--- config.mk ---
export PLATFORM = sky130hd
export DESIGN_NAME = branch_resolve_unit
export DESIGN_NICKNAME = d
export VERILOG_FILES = /design/src/rtl/branch_resolve_unit.sv
export SDC_FILE = /design/constraint.sdc
export NUM_CORES = 1
export LEC_CHECK = 0
export ABC_AREA = 1
export CAP_MARGIN = 20
export CORE_MARGIN = 10
export CORE_UTILIZATION = 40
export CTS_BUF_LIST = sky130_fd_sc_hd__clkbuf_4
export CTS_CLUSTER_SIZE = 8
export DETAILED_ROUTE_END_ITERATION = 16
export GPL_ROUTABILITY_DRIVEN = 0
export SYNTH_ARGS = -nofsm -noshare
export SYNTH_HDL_FRONTEND = slang
export SYNTH_SLANG_ARGS = --single-unit
export TNS_END_PERCENT = 20
--- constraint.sdc ---
create_clock -name i_clk -period 5.3 [get_ports i_clk]
set_input_delay 1.06 -clock i_clk [delete_from_list [all_inputs] [get_ports i_clk]]
set_output_delay 1.06 -clock i_clk [all_outputs]
set_load 0.02 [all_outputs]
--- src/rtl/branch_resolve_unit.sv ---
// Branch resolution unit: 2-bit bimodal counter table, flag-based taken resolution
// and a circular return-address stack that overwrites its oldest entry when full.
module branch_resolve_unit #(
    parameter int unsigned BHT_ENTRIES = 16,
    parameter int unsigned IDX_W       = 4,
    parameter int unsigned ADDR_W      = 10,
    parameter int unsigned RAS_DEPTH   = 8
) (
    input  logic              i_clk,
    input  logic              i_rst_n,
    input  logic              i_pred_valid,
    input  logic [IDX_W-1:0]  i_pred_idx,
    output logic              o_pred_taken,
    input  logic              i_res_valid,
    input  logic [3:0]        i_res_type,
    input  logic              i_c,
    input  logic              i_z,
    input  logic [IDX_W-1:0]  i_res_idx,
    input  logic              i_res_predicted,
    input  logic [ADDR_W-1:0] i_res_ret_addr,
    output logic              o_branch_taken,
    output logic              o_branch_miss,
    output logic              o_res_done,
    output logic [ADDR_W-1:0] o_ras_top,
    output logic              o_ras_empty,
    output logic              o_ras_underflow
);

    localparam int unsigned PTR_W = (RAS_DEPTH > 1) ? $clog2(RAS_DEPTH) : 1;
    localparam int unsigned CNT_W = $clog2(RAS_DEPTH + 1);
    localparam logic [PTR_W-1:0] PTR_MAX = PTR_W'(RAS_DEPTH - 1);
    localparam logic [CNT_W-1:0] CNT_MAX = CNT_W'(RAS_DEPTH);

    localparam logic [3:0] T_BRCC  = 4'h1;
    localparam logic [3:0] T_BRCS  = 4'h2;
    localparam logic [3:0] T_BREQ  = 4'h3;
    localparam logic [3:0] T_BRN   = 4'h4;
    localparam logic [3:0] T_BRNE  = 4'h5;
    localparam logic [3:0] T_CALL  = 4'h6;
    localparam logic [3:0] T_RET   = 4'h7;
    localparam logic [3:0] T_RETID = 4'h8;
    localparam logic [3:0] T_RETIE = 4'h9;

    logic [1:0]        r_bht [BHT_ENTRIES];
    logic [ADDR_W-1:0] r_ras_mem [RAS_DEPTH];
    logic [PTR_W-1:0]  r_wp;
    logic [CNT_W-1:0]  r_cnt;
    logic              r_pred_taken;
    logic              r_branch_taken;
    logic              r_branch_miss;
    logic              r_res_done;
    logic [ADDR_W-1:0] r_ras_top;
    logic              r_ras_underflow;

    logic              w_taken;
    logic              w_is_cond;
    logic              w_is_call;
    logic              w_is_ret;
    logic [1:0]        w_ctr_cur;
    logic [1:0]        w_ctr_nxt;
    logic [PTR_W-1:0]  w_wp_inc;
    logic [PTR_W-1:0]  w_wp_dec;
    logic              w_push;
    logic              w_pop;
    logic              w_underflow;

    always_comb begin
        w_taken   = 1'b0;
        w_is_cond = 1'b0;
        w_is_call = 1'b0;
        w_is_ret  = 1'b0;
        case (i_res_type)
            T_BRCC: begin w_taken = ~i_c; w_is_cond = 1'b1; end
            T_BRCS: begin w_taken = i_c;  w_is_cond = 1'b1; end
            T_BREQ: begin w_taken = i_z;  w_is_cond = 1'b1; end
            T_BRNE: begin w_taken = ~i_z; w_is_cond = 1'b1; end
            T_BRN:  w_taken = 1'b1;
            T_CALL: begin w_taken = 1'b1; w_is_call = 1'b1; end
            T_RET, T_RETID, T_RETIE: begin w_taken = 1'b1; w_is_ret = 1'b1; end
            default: w_taken = 1'b0;
        endcase
    end

    // Saturating 2-bit counter step
    always_comb begin
        w_ctr_cur = r_bht[i_res_idx];
        w_ctr_nxt = w_ctr_cur;
        if (w_taken) begin
            if (w_ctr_cur != 2'b11) w_ctr_nxt = w_ctr_cur + 2'b01;
        end else begin
            if (w_ctr_cur != 2'b00) w_ctr_nxt = w_ctr_cur - 2'b01;
        end
    end

    always_comb begin
        w_wp_inc    = (r_wp == PTR_MAX) ? '0 : r_wp + 1'b1;
        w_wp_dec    = (r_wp == '0) ? PTR_MAX : r_wp - 1'b1;
        w_push      = i_res_valid & w_is_call;
        w_pop       = i_res_valid & w_is_ret & (r_cnt != '0);
        w_underflow = i_res_valid & w_is_ret & (r_cnt == '0);
    end

    // Prediction reads the pre-update counter value; no bypass from the resolve port
    always_ff @(posedge i_clk or negedge i_rst_n) begin
        if (!i_rst_n) begin
            for (int i = 0; i < int'(BHT_ENTRIES); i++) r_bht[i] <= 2'b01;
            r_pred_taken <= 1'b0;
        end else begin
            if (i_pred_valid) r_pred_taken <= r_bht[i_pred_idx][1];
            if (i_res_valid && w_is_cond) r_bht[i_res_idx] <= w_ctr_nxt;
        end
    end

    always_ff @(posedge i_clk or negedge i_rst_n) begin
        if (!i_rst_n) begin
            r_branch_taken  <= 1'b0;
            r_branch_miss   <= 1'b0;
            r_res_done      <= 1'b0;
            r_ras_underflow <= 1'b0;
        end else begin
            r_res_done      <= i_res_valid;
            r_ras_underflow <= w_underflow;
            if (i_res_valid) begin
                r_branch_taken <= w_taken;
                r_branch_miss  <= w_taken ^ i_res_predicted;
            end
        end
    end

    always_ff @(posedge i_clk or negedge i_rst_n) begin
        if (!i_rst_n) begin
            r_wp      <= '0;
            r_cnt     <= '0;
            r_ras_top <= '0;
        end else if (w_push) begin
            r_wp <= w_wp_inc;
            if (r_cnt != CNT_MAX) r_cnt <= r_cnt + 1'b1;
        end else if (w_pop) begin
            r_wp      <= w_wp_dec;
            r_cnt     <= r_cnt - 1'b1;
            r_ras_top <= r_ras_mem[w_wp_dec];
        end
    end

    // Stack storage needs no reset: entries are only read when CNT says they are live
    always_ff @(posedge i_clk) begin
        if (w_push) r_ras_mem[r_wp] <= i_res_ret_addr;
    end

    assign o_pred_taken    = r_pred_taken;
    assign o_branch_taken  = r_branch_taken;
    assign o_branch_miss   = r_branch_miss;
    assign o_res_done      = r_res_done;
    assign o_ras_top       = r_ras_top;
    assign o_ras_empty     = (r_cnt == '0);
    assign o_ras_underflow = r_ras_underflow;

endmodule

After elaboration in Yosys (flattened, before gate mapping)

Memories as Yosys holds them, arrays and structs flattened. A register that Yosys moved wholly into a read port is not among the register bits.
Index checks and enable logic that the tools add are counted.

Bits in registers: 44
Latch bits: 0
Bits in writable memories: 80
ROM bits: 0
Bits of input ports: 29
Output and inout port bits: 16
Logic and storage cells: 94
Memories: 1

Add/subtract/negate cells: 6
$mul: 0
Div/mod/pow operators: 0
Order comparisons: 3
Equality and inequality tests: 13
Shifts and indexed selects: 0
Muxes and demuxes: 25
Bitwise logic cells: 10
Reduce and logical (&&, ||, !) cells: 13

Memory list:

| memory    | words | bits a word | rd ports | clocked after Yosys merged registers in | wr ports | line | RTL |
|---|---|---|---|---|---|---|---|
| r_ras_mem | 8     | 10          | 1        | 1                                       | 1        | 45   | `logic [ADDR_W-1:0] r_ras_mem [RAS_DEPTH];` |

Operator list:

| kind                | count |
|---|---|
| $bwmux 32           | 1 |
| $bmux 2 s4          | 2 |
| $eq 4x3->1 const B  | 4 |
| $mux 2              | 8 |
| $mux 3              | 4 |
| $mux 4              | 3 |
| $ge 5x5->1 const B  | 2 |
| $not 4->5           | 2 |
| $demux 2 s4         | 1 |
| $eq 4x2->1 const B  | 2 |
| $eq 4x4->1 const B  | 2 |
| $lt 5x1->1 const B  | 1 |
| $mux 1              | 5 |
| $pmux 1 s5          | 1 |
| $reduce_or 5->1     | 1 |
| $add 4x1->4 const B | 1 |
| $and 1x1->1         | 4 |
| $eq 4x1->1 const B  | 1 |
| $logic_not 4->1     | 1 |
| $ne 4x4->1 const B  | 1 |
| $reduce_and 2->1    | 2 |
| $reduce_bool 2->1   | 2 |
| $reduce_bool 4->1   | 1 |
| $reduce_or 4->1     | 1 |
| 14 further kinds    | 17 |

Logic depth before layout (Yosys ltp)

Depth in word-level cells: 8
Gate-level depth with buffers: 13
Gate-level depth less buffers: 12

Worst setup path before layout

OpenSTA, ideal clock, no wires.

Kind: input to register
From: input port i_res_type[3]
To: memory r_ras_mem[0][0], enable pin
Setup time: 0.390 ns
Data arrival time: 2.418 ns
Required time: 4.910 ns
Slack: 2.492 ns
Cell stages on the path: 7
Buffers on the path: 0
Cells stage by stage: inv_2 -> nand2_1 -> inv_1 -> nand4_2 -> inv_1 -> nand2_1 -> nor3_1

Cells in the longest elaborated chain, start to end: 5

RTL lines:

| item                         | line | RTL |
|---|---|---|
| start: declaration           | 15   | `input logic [3:0] i_res_type,` |
| $eq 4x3->1                   | 72   | `case (i_res_type)` |
| $mux 1                       | 72   |  |
| $and 1x1->1                  | 98   | `w_push = i_res_valid & w_is_call;` |
| $mux 1                       | 147  | `if (w_push) r_ras_mem[r_wp] <= i_res_ret_addr;` |
| $mux 1 (implied by the code) | 147  |  |
| end: declaration             | 45   |  |

Every way passes these cells.

Worst setup path in the final report

From: register r_wp[0]
To: register r_ras_top[8] (netlist: o_ras_top[8]), read port of r_ras_mem

Cells in the longest elaborated chain, start to end: 2
Elaborated cells on any way between the ends: 3
Those cells by class: add/sub (1); mux (1); reduce/logical (1)

RTL lines:

| item                                           | line | RTL |
|---|---|---|
| start: declaration                             | 46   | `logic [PTR_W-1:0] r_wp;` |
| start signal: assignment                       | 136  | `r_wp <= w_wp_inc;` |
| start signal: assignment                       | 139  | `r_wp <= w_wp_dec;` |
| $sub 3x1->3 or $logic_not 3->1 (tied branches) | 97   | `w_wp_dec = (r_wp == '0) ? PTR_MAX : r_wp - 1'b1;` |
| $mux 3 *                                       | 97   |  |
| end: declaration                               | 52   | `logic [ADDR_W-1:0] r_ras_top;` |

Every way passes the cells marked *; elsewhere a longest branch is shown, timed or not.
A chain may end at the register's enable or synchronous reset.

==> impl_metrics.tcl <==
set metrics [dict create \
    crit_type "reg2reg" \
    p_int_mw 1.860 \
    drive_gt1_share_pct 12.43 \
    critPathLaunchType "flip-flop" \
    rrSetupSlack_ns 1.90 \
    wl_per_cell_um 17.05 \
    drt.antenna.violating_nets 0 \
    ys_ff_latch 134 \
    ctsRootBufferMaster "clkbuf_4" \
    setup_tns_ns 0 \
    worstPathCellList "inv_2 -> ha_1 -> ha_1 -> nor2_4 -> inv_2 -> o21ai_0 -> o211ai_1 -> o211ai_1 -> nand2_1" \
    cts_tree "built" \
    synthFlopType "edfxtp_1" \
    top_usage_layer "met2" \
    hold_buffers 0 \
    holdPathStages 2 \
    grt_overflow 0 \
    fin_ws_ns 1.901 \
    synth_cells 637 \
    layout_commonest_cell "nand2_1" \
    cp_slowest_cell "dfrtp_1" \
    antenna_found_initial 1 \
    p_leak_nw 2.876 \
    clock_latency_ns 0.52 \
    met2_usage_pct 24.81 \
    r2r_cells 9 \
    yosysWarnings 0 \
    first_global_vias 4520 \
    r2r_start "r_wp[0]" \
    async_flop_share_pct 40.30 \
    rsz0062_at_grt "no" \
    htree_levels 4 \
    crit_start "r_wp[0]" \
    pwr-share-seq_pct 43.0 \
    whs_ns 0.4813 \
    post-place-ws_ns 1.721 \
    yosys.cell_types.count 35 \
    syn_avg_cell_area_sq_um 9.676 \
    mostFrequentLayoutCells "nand2_1, nor2_1, edfxtp_1" \
    path_clk_slew_ns 0.12 \
    outcome "finished, final reports clean" \
    syn_nets 673 \
    cap_viol_max_count 0 \
    cp.required_ns 5.71 \
    clock_path_buffers 2 \
    rows 45 \
    slew_headroom_pct 27.96 \
    arrival_ns 3.81 \
    final_nets 723 \
    synth_area_sq_mm 0.006163 \
    slew_viol_final 0 \
    p_sw_mw 1.153 \
    met1_usage_pct 18.43 \
    area_delta_synth_final_pct 14.54 \
    grt_use_met3_pct 3.641 \
    ctsResizeCount 0 \
    dpl.hpwl_mm 10.00 \
    core_area_sq_mm 0.01515 \
    first_pass_iters 5 \
    power_density_mw_per_mm2 426.9 \
    numCtsBuffers 17 \
    fill_cells 1461 \
    timing.rr.end "o_ras_top[8]" \
    p_comb_share_pct 34.8 \
    hold_path.class "reg2reg" \
    cts.sinks 134 \
    yosysSeqAreaShare_pct 61.23 \
    pin_count 45 \
    min_to "r_bht[14]" \
    ir_drop_mv 0.2442 \
    start_util_pct 40.69 \
    cpPeakStageDelay_ns 0.73 \
    viasPerCell 5.202 \
    finalSetupViolCount 0 \
    synth-edff-count 80 \
    die-area_sq_mm 0.02077 \
    io_buffer_count 44 \
    grt_max_degree 55 \
    skew_ns 0.01662 \
    crit_fanout 28 \
    drt-initial-drc-count 338 \
    globalRouteTotalUtil_pct 15.00 \
    clkPwrFrac_pct 22.1 \
    dr_total_vias 4625 \
    worstMarginPinSlew_ns 1.077 \
    clock.fmax_mhz 294.2 \
    finalWirelength_mm 15.16 \
    grt_first_pass_wirelength_mm 23.97 \
    fin_crit_sh_pct 64.14 \
    die-height_um 144.1 \
    die_w_um 144.1 \
    min_from "r_bht[14]" \
    finalHoldViolations 0 \
    switching_share_pct 38.26 \
    cp-end-kind "flip-flop" \
    p_total_mw 3.013 \
    drc 0 \
    postCtsSetupBuffers 0 \
    min_period_ns 3.399 \
]
[Yosys cell counts, types with 6 or more instances]
library cell / number / area share (%)
clkbuf_1: 9 / 0.55
dfrtp_1: 38 / 15
dfstp_2: 16 / 6.8
edfxtp_1: 80 / 39
ha_1: 6 / 1.2
inv_1: 31 / 1.9
inv_2: 18 / 1.1
nand2_1: 176 / 11
nand3_1: 40 / 3.2
nor2_1: 86 / 5.2
o211ai_1: 20 / 2.4
o21ai_0: 37 / 3.0
o21ai_1: 14 / 1.1
o221ai_1: 7 / 0.99
o22ai_1: 10 / 1.0
[logic make-up after synthesis]
| family | Yosys count | share of synthesized area [%] |
|---|---|---|
| adder cells (fa/ha/maj) | 7 | 1.543 |
| AO/OA/AOI/OAI | 96 | 9.663 |
| AND/OR/NAND/NOR | 325 | 21.96 |
| flip-flops | 134 | 61.23 |
| buffers and inverters | 70 | 4.892 |
| XOR/XNOR | 5 | 0.7105 |
[how the worst max path moves through the flow]
stage	end	slack, ns	cells after the start
global route	o_ras_top[1]	1.70	9
CTS	o_ras_top[8]	1.94	9
finish	o_ras_top[8]	1.90	9
detailed placement	r_ras_mem[4][1]	1.72	7
global placement	r_ras_mem[4][1]	1.75	7
floorplan	r_ras_mem[0][0]	2.49	7
[through the flow]
step	util [%]	area, sq um	cells
6_report	46.61	7059	889
5_1_grt	46.61	7059	889
4_1_cts	46.52	7046	887
3_5_place_dp	44.67	6765	855
3_3_place_gp	44.67	6765	855
2_1_floorplan	-	6163	637
[flip-flops by register name, indices dropped and copies added, names as in the netlist]
name / count
r_wp: 3
o_ras_top: 10
o_ras_underflow: 1
o_res_done: 1
o_branch_miss: 1
o_branch_taken: 1
r_bht: 32
r_cnt: 4
r_ras_mem: 80
o_pred_taken: 1
[power groups by stage]
stage	clock network (mW)	logic (mW)	registers, mW
after floorplan	0	0.681	1.33
final	0.667	1.05	1.30
after global routing	0.733	1.16	1.31
after global placement	0	1.03	1.32
after detailed placement	0	1.04	1.32
after CTS	0.686	1.05	1.30
[cell type report]
cell class	instances	area (sq um)	share of cell area [%]
sequential	134	3774	53.46
clock inverter	12	130.1	1.843
antenna	1	2.502	0.03545
multi-input combinational	433	2088	29.58
inverter	50	187.7	2.659
tap	188	235.2	3.332
timing repair buffer	51	491.7	6.966
clock buffer	20	150.1	2.127
[per-layer routing]
metal,wire [um],vias up
met4,291,0
met1,6543,2215
met2,7578,125
li1,-,2257
met5,0,-
met3,747,28
[worst max-delay path, delay by kind of cell (launching register included)]
kind | cells | cell delay, ns
AND/OR/NAND/NOR | 2 | 0.70
flip-flops | 1 | 0.73
adder cells (fa/ha/maj) | 2 | 0.49
AO/OA/AOI/OAI | 3 | 0.64
buffers and inverters | 2 | 0.73
Power figures use the tool's default switching activity.
